### src/rtl/ram_port_arbiter.sv
// Round-robin arbiter for two masters on one single-port RAM. Grants are registered and rise one
// cycle after req. rvalid follows a read by RD_LAT cycles. A losing or preempted master holds req and waits.
module ram_port_arbiter #(
  parameter int AW        = 8,
  parameter int DW        = 8,
  parameter int RD_LAT    = 1,
  parameter int MAX_BURST = 16
) (
  input  logic          clk,
  input  logic          rst_n,
  input  logic          m0_req,
  input  logic          m0_lock,
  input  logic          m0_we,
  input  logic [AW-1:0] m0_addr,
  input  logic [DW-1:0] m0_wdata,
  output logic          m0_gnt,
  output logic [DW-1:0] m0_rdata,
  output logic          m0_rvalid,
  input  logic          m1_req,
  input  logic          m1_lock,
  input  logic          m1_we,
  input  logic [AW-1:0] m1_addr,
  input  logic [DW-1:0] m1_wdata,
  output logic          m1_gnt,
  output logic [DW-1:0] m1_rdata,
  output logic          m1_rvalid,
  output logic [AW-1:0] ram_addr,
  output logic [DW-1:0] ram_wdata,
  output logic          ram_wr_ena,
  output logic          ram_rd_ena,
  input  logic [DW-1:0] ram_rdata
);
  localparam int CW = $clog2(MAX_BURST + 1);
  localparam logic [CW-1:0] CNT_MAX = CW'(MAX_BURST);

  typedef enum logic [1:0] {
    IDLE = 2'd0,
    OWN0 = 2'd1,
    OWN1 = 2'd2
  } state_t;

  state_t            state_q, state_d;
  logic [CW-1:0]     cnt_q, cnt_d;
  logic              last_q, last_d;
  logic [RD_LAT-1:0] tag_vld_q, tag_vld_d;
  logic [RD_LAT-1:0] tag_id_q, tag_id_d;

  logic          own_req, oth_req, own_lock, own_we, access;
  logic [AW-1:0] own_addr;
  logic [DW-1:0] own_wdata;
  logic [CW-1:0] cnt_inc;
  state_t        other_st;

  // Owner-relative view of the two masters.
  always_comb begin
    own_req   = 1'b0;
    oth_req   = 1'b0;
    own_lock  = 1'b0;
    own_we    = 1'b0;
    own_addr  = '0;
    own_wdata = '0;
    other_st  = IDLE;
    case (state_q)
      OWN0: begin
        own_req   = m0_req;
        oth_req   = m1_req;
        own_lock  = m0_lock;
        own_we    = m0_we;
        own_addr  = m0_addr;
        own_wdata = m0_wdata;
        other_st  = OWN1;
      end
      OWN1: begin
        own_req   = m1_req;
        oth_req   = m0_req;
        own_lock  = m1_lock;
        own_we    = m1_we;
        own_addr  = m1_addr;
        own_wdata = m1_wdata;
        other_st  = OWN0;
      end
      default: ;
    endcase
  end

  assign access  = own_req;
  assign cnt_inc = (cnt_q == CNT_MAX) ? cnt_q : cnt_q + CW'(1);

  always_comb begin
    state_d = state_q;
    cnt_d   = cnt_q;
    last_d  = last_q;
    case (state_q)
      IDLE: begin
        if (m0_req && m1_req) begin
          state_d = last_q ? OWN0 : OWN1;
        end else if (m0_req) begin
          state_d = OWN0;
        end else if (m1_req) begin
          state_d = OWN1;
        end
      end
      OWN0, OWN1: begin
        if (!own_req) begin
          state_d = oth_req ? other_st : IDLE;
        end else begin
          cnt_d = cnt_inc;
          // Preempt on the access that brings the count to the limit.
          if (cnt_inc == CNT_MAX && oth_req && !own_lock) begin
            state_d = other_st;
          end
        end
      end
      default: state_d = IDLE;
    endcase
    if (state_d != state_q) begin
      cnt_d = '0;
      if (state_d == OWN0) begin
        last_d = 1'b0;
      end else if (state_d == OWN1) begin
        last_d = 1'b1;
      end
    end
  end

  always_comb begin
    ram_addr   = '0;
    ram_wdata  = '0;
    ram_wr_ena = 1'b0;
    ram_rd_ena = 1'b0;
    if (access) begin
      ram_addr   = own_addr;
      ram_wdata  = own_wdata;
      ram_wr_ena = own_we;
      ram_rd_ena = !own_we;
    end
  end

  // Read tags travel alongside the RAM pipeline so rvalid survives ownership changes.
  always_comb begin
    tag_vld_d    = '0;
    tag_id_d     = '0;
    tag_vld_d[0] = access && !own_we;
    tag_id_d[0]  = (state_q == OWN1);
    for (int i = 1; i < RD_LAT; i++) begin
      tag_vld_d[i] = tag_vld_q[i-1];
      tag_id_d[i]  = tag_id_q[i-1];
    end
  end

  always_ff @(posedge clk) begin
    if (!rst_n) begin
      state_q   <= IDLE;
      cnt_q     <= '0;
      last_q    <= 1'b1;
      tag_vld_q <= '0;
      tag_id_q  <= '0;
    end else begin
      state_q   <= state_d;
      cnt_q     <= cnt_d;
      last_q    <= last_d;
      tag_vld_q <= tag_vld_d;
      tag_id_q  <= tag_id_d;
    end
  end

  assign m0_gnt    = (state_q == OWN0);
  assign m1_gnt    = (state_q == OWN1);
  assign m0_rdata  = ram_rdata;
  assign m1_rdata  = ram_rdata;
  assign m0_rvalid = tag_vld_q[RD_LAT-1] && !tag_id_q[RD_LAT-1];
  assign m1_rvalid = tag_vld_q[RD_LAT-1] && tag_id_q[RD_LAT-1];

endmodule
### config.mk
export PLATFORM = sky130hd
export DESIGN_NAME = ram_port_arbiter
export DESIGN_NICKNAME = d
export VERILOG_FILES = /design/src/rtl/ram_port_arbiter.sv
export SDC_FILE = /design/constraint.sdc
export NUM_CORES = 1
export LEC_CHECK = 0
export ABC_AREA = 1
export CAP_MARGIN = 20
export CORE_MARGIN = 2
export CORE_UTILIZATION = 35
export DETAILED_ROUTE_END_ITERATION = 16
export PLACE_DENSITY = 0.9
export SLEW_MARGIN = 40
export SYNTH_ARGS = -nofsm -noshare
export SYNTH_HDL_FRONTEND = slang
export SYNTH_SLANG_ARGS = --single-unit
export TNS_END_PERCENT = 1
### constraint.sdc
create_clock -name clk -period 2.7 [get_ports clk]
set_clock_uncertainty 0.05 [all_clocks]
set_input_delay 0.54 -clock clk [delete_from_list [all_inputs] [get_ports clk]]
set_output_delay 0.54 -clock clk [all_outputs]
set_load 0.01 [all_outputs]
==> results.md <==
- Run status: finished clean
- Count of vias placed by the detailed router: 1354
- Sw power: 0.000178 W
- Arrival time of data at the critical path endpoint: 1.93 ns
- Setup slack on the worst flop-to-flop path: 0.22 ns
- Slew Limit Fails: 0
- Cell count after synthesis: 200
- Synth Warn #: 0
- Min Tclk post-route: 2.52 ns
- Starting DRT DRC Count: 56
- GR Util All Layers: 15.6%
- Sw Ratio: 33.8%
- Fraction of power consumed by the clock network: 26.4%
- CTS Buf Count: 3
- Reg power frac: 31.6%
- Class of the tightest hold or removal check: reg -> reg
- Die Height: 62.5 um
- Max Clk Rate: 396 MHz
- Later-pin clock latency in the skew report: 0.27 ns
- Number of library cell types mapped by synthesis: 26
- Int Power: 0.000347 W
- Critical Path Fanout Max: 19
- Pin count of the biggest net entering global routing: 22
- Die outline area: 3910 um^2
- Final non-filler cell total: 294
- Global-route wire length before repair: 5.13 mm
- Max rail drop VDD: 231 uV
- Leakage power: 0.826 nW
- Capture instance of the worst register-to-register path: last_q
- Buffers inserted during post-CTS setup optimization: 0
- Combinational Power Share: 42.0%
- Setup slack after layout: 0.177 ns
- Proportion of layout cells with a drive suffix above 1: 13.3%
- Clock net sink count: 10
- Startpoint kind of the worst setup timing path: input port
- Row Count: 21
- Final Wtd Congestion: 0.880
- Synthesis-stage register bit count: 10
- Setup slack at placement: -0.251 ns
- Power Dens Cells: 298 nW/um^2
- Crit path required time: 2.11 ns
- Number of global-route vias before repair: 1235
- Final setup fails: 0
- IO Count: 86
- Setup TNS: 0 ns
- Syn Area/Cell: 5.99 um^2
- Port Buf Inserts: 61
- Footprint of the flip-flops and latches: 203 um^2
- X dimension of the die: 62.5 um
- Least-Margin Pin Slew: 0.232 ns
- Congestion Overflow GR: 0
- Cells on worst reg2reg path: 17
- Average routed wire per standard cell: 10.7 um
- Setup repair after global routing missed its margin: no
- Iteration count of the initial detailed-routing pass: 4
- Hold slack: 0.440 ns
- Final WL: 3.15 mm
- Worst slew margin: 84.5%
- Detailed-placement wirelength estimate: 2.56 mm
- Placed Instances: 290
- Starting Density: 36.2%
- Cell at the root of the clock tree: sky130_fd_sc_hd__clkbuf_4
- DRC: 0
- Filler cell count: 347
- Antenna violations before repair: 0
- Share of the clock period used by the worst path: 93.4%
- Number of resized instances in the post-cts repair step: 19
- TritonCTS clock tree: done
- Critical path start-end classification: in -> out
- CP endpoint kind: output port
- # nets final: 304
- # H-tree levels: 1
- Clock slew seen by the registers of the worst setup and hold paths: 0.07 ns
- FF-to-FF Start: state_q[1]
- Maximum buffer depth of the clock tree: 2
- Syn_nets: 255
- Count of antenna-violating nets left after detailed routing: 0
- Total area of multi-input combinational cells: 724 um^2
- Number of hold buffers added after CTS: 0
- Hold Path Depth: 2
- Ant diodes: 0
- Vias per Instance: 4.61
- Number of failing hold endpoints at the final stage: 0
- Sequential cell area fraction in the yosys report: 16.7%
- Growth of design area from synthesis to finish: 47.2%
- Timing endpoint of the critical path: ram_addr[1]
- Number of maximum-capacitance constraint violations: 0
- Std-Cell Core Area: 3310 um^2
- Source of the critical timing path: m1_req
- Combined area of all synthesized cells: 1200 um^2
[worst max-delay path, stage by stage]
cell	delay, ns
sky130_fd_sc_hd__clkdlybuf4s50_1	0.48
sky130_fd_sc_hd__inv_1	0.06
sky130_fd_sc_hd__o22ai_2	0.12
sky130_fd_sc_hd__inv_2	0.07
sky130_fd_sc_hd__nor2_4	0.11
sky130_fd_sc_hd__inv_4	0.10
sky130_fd_sc_hd__a21oi_1	0.14
sky130_fd_sc_hd__dlygate4sd2_1	0.30
[power groups by stage]
stage,logic [W],clock network [W],registers (W)
final,0.000221,0.000138,0.000166
after global routing,0.000244,0.000150,0.000167
after CTS,0.000222,0.000142,0.000165
after detailed placement,0.000222,0,0.000169
after global placement,0.000217,0,0.000168
after floorplan,0.000154,0,0.000166
[kinds of logic (layout without fill, tap and decap cells)]
family,Yosys count,count (layout),synth area share [%]
AND/OR/NAND/NOR,103,103,39.2
buffers and inverters,51,99,22.9
AO/OA/AOI/OAI,29,29,13.9
flip-flops,10,10,16.7
adder cells (fa/ha/maj),7,7,7.31
[cell type report]
cell class,instances,area share [%]
Timing Repair Buffer,67,36.0
Tap cell,46,3.26
Sequential cell,10,11.5
Inverter,28,6.10
Multi-Input combinational cell,139,41.1
Clock buffer,4,2.06
[cells in the mapped netlist]
library cell / count / area (um^2)
sky130_fd_sc_hd__nand4_2: 1 / 12.5
sky130_fd_sc_hd__nand2_4: 1 / 11.3
sky130_fd_sc_hd__nand2_1: 63 / 236
sky130_fd_sc_hd__a31oi_1: 1 / 6.26
sky130_fd_sc_hd__nand3_2: 2 / 20.0
sky130_fd_sc_hd__buf_6: 3 / 33.8
sky130_fd_sc_hd__o22ai_2: 1 / 12.5
sky130_fd_sc_hd__nor3_1: 1 / 5.00
sky130_fd_sc_hd__ha_1: 7 / 87.6
sky130_fd_sc_hd__a21oi_1: 17 / 85.1
sky130_fd_sc_hd__inv_1: 22 / 82.6
sky130_fd_sc_hd__dfxtp_1: 10 / 200
sky130_fd_sc_hd__or2_2: 1 / 6.26
sky130_fd_sc_hd__nor2_4: 2 / 22.5
sky130_fd_sc_hd__clkbuf_1: 4 / 15.0
sky130_fd_sc_hd__nand3_1: 11 / 55.1
sky130_fd_sc_hd__nor2_1: 12 / 45.0
sky130_fd_sc_hd__nor2_2: 2 / 12.5
sky130_fd_sc_hd__o21ai_0: 7 / 35.0
sky130_fd_sc_hd__inv_2: 6 / 22.5
sky130_fd_sc_hd__o22ai_1: 1 / 6.26
sky130_fd_sc_hd__buf_4: 16 / 120
sky130_fd_sc_hd__o21ai_1: 1 / 5.00
sky130_fd_sc_hd__a21oi_4: 1 / 16.3
sky130_fd_sc_hd__nand4_1: 3 / 18.8
sky130_fd_sc_hd__nand2_2: 4 / 25.0
[layout by cell type (no fill, tap or decap)]
cell,Yosys,layout
sky130_fd_sc_hd__nand2_1,63,63
sky130_fd_sc_hd__clkdlybuf4s50_1,0,42
sky130_fd_sc_hd__inv_1,22,22
sky130_fd_sc_hd__dlygate4sd2_1,0,18
sky130_fd_sc_hd__a21oi_1,17,17
sky130_fd_sc_hd__nor2_1,12,12
sky130_fd_sc_hd__nand3_1,11,11
sky130_fd_sc_hd__dfxtp_1,10,8
sky130_fd_sc_hd__o21ai_0,7,7
sky130_fd_sc_hd__ha_1,7,7
sky130_fd_sc_hd__buf_4,16,6
sky130_fd_sc_hd__inv_2,6,5
sky130_fd_sc_hd__nand2_2,4,4
sky130_fd_sc_hd__nand4_1,3,3
sky130_fd_sc_hd__clkbuf_4,0,3
sky130_fd_sc_hd__nor2_2,2,2
sky130_fd_sc_hd__nor2_4,2,2
sky130_fd_sc_hd__nand3_2,2,2
sky130_fd_sc_hd__dfxtp_2,0,2
sky130_fd_sc_hd__nand2_4,1,1
sky130_fd_sc_hd__a21oi_4,1,1
sky130_fd_sc_hd__o21ai_1,1,1
sky130_fd_sc_hd__o22ai_2,1,1
sky130_fd_sc_hd__or2_2,1,1
sky130_fd_sc_hd__inv_4,0,1
sky130_fd_sc_hd__a31oi_1,1,1
sky130_fd_sc_hd__o22ai_1,1,1
sky130_fd_sc_hd__nor3_1,1,1
sky130_fd_sc_hd__nand4_2,1,1
sky130_fd_sc_hd__clkbuf_8,0,1
sky130_fd_sc_hd__dlymetal6s2s_1,0,1
[metrics by stage]
stage / utilization, % / power (W) / area, um^2
2_1_floorplan: - / 0.000320 / 1200
3_3_place_gp: 52.6 / 0.000386 / 1740
3_5_place_dp: 52.6 / 0.000391 / 1740
4_1_cts: 53.1 / 0.000529 / 1760
5_1_grt: 53.3 / 0.000562 / 1760
6_report: 53.3 / 0.000525 / 1760
[worst min-delay path by stage]
stage,from,endpoint,slack (ns)
2_1_floorplan,last_q,last_q,0.38
3_3_place_gp,last_q,last_q,0.42
3_5_place_dp,last_q,last_q,0.43
4_1_cts,last_q,last_q,0.44
5_1_grt,last_q,last_q,0.48
6_report,last_q,last_q,0.44
[metal layers]
metal	share of wire, %	global-route usage (%)	wire (um)	up-vias
li1	-	-	-	708
met3	9.3	4.14	294	10
met5	0	0	0	-
met2	49	28.2	1540	43
met1	40	16.9	1250	593
met4	1.8	6.94	56	0
[sequential cells by signal (all words and copies together) (netlist names)]
| signal | flops |
|---|---|
| cnt_q | 5 |
| state_q | 2 |
| last_q | 1 |
| tag_id_q | 1 |
| tag_vld_q | 1 |
No activity file was read; power rests on OpenSTA's default activity.
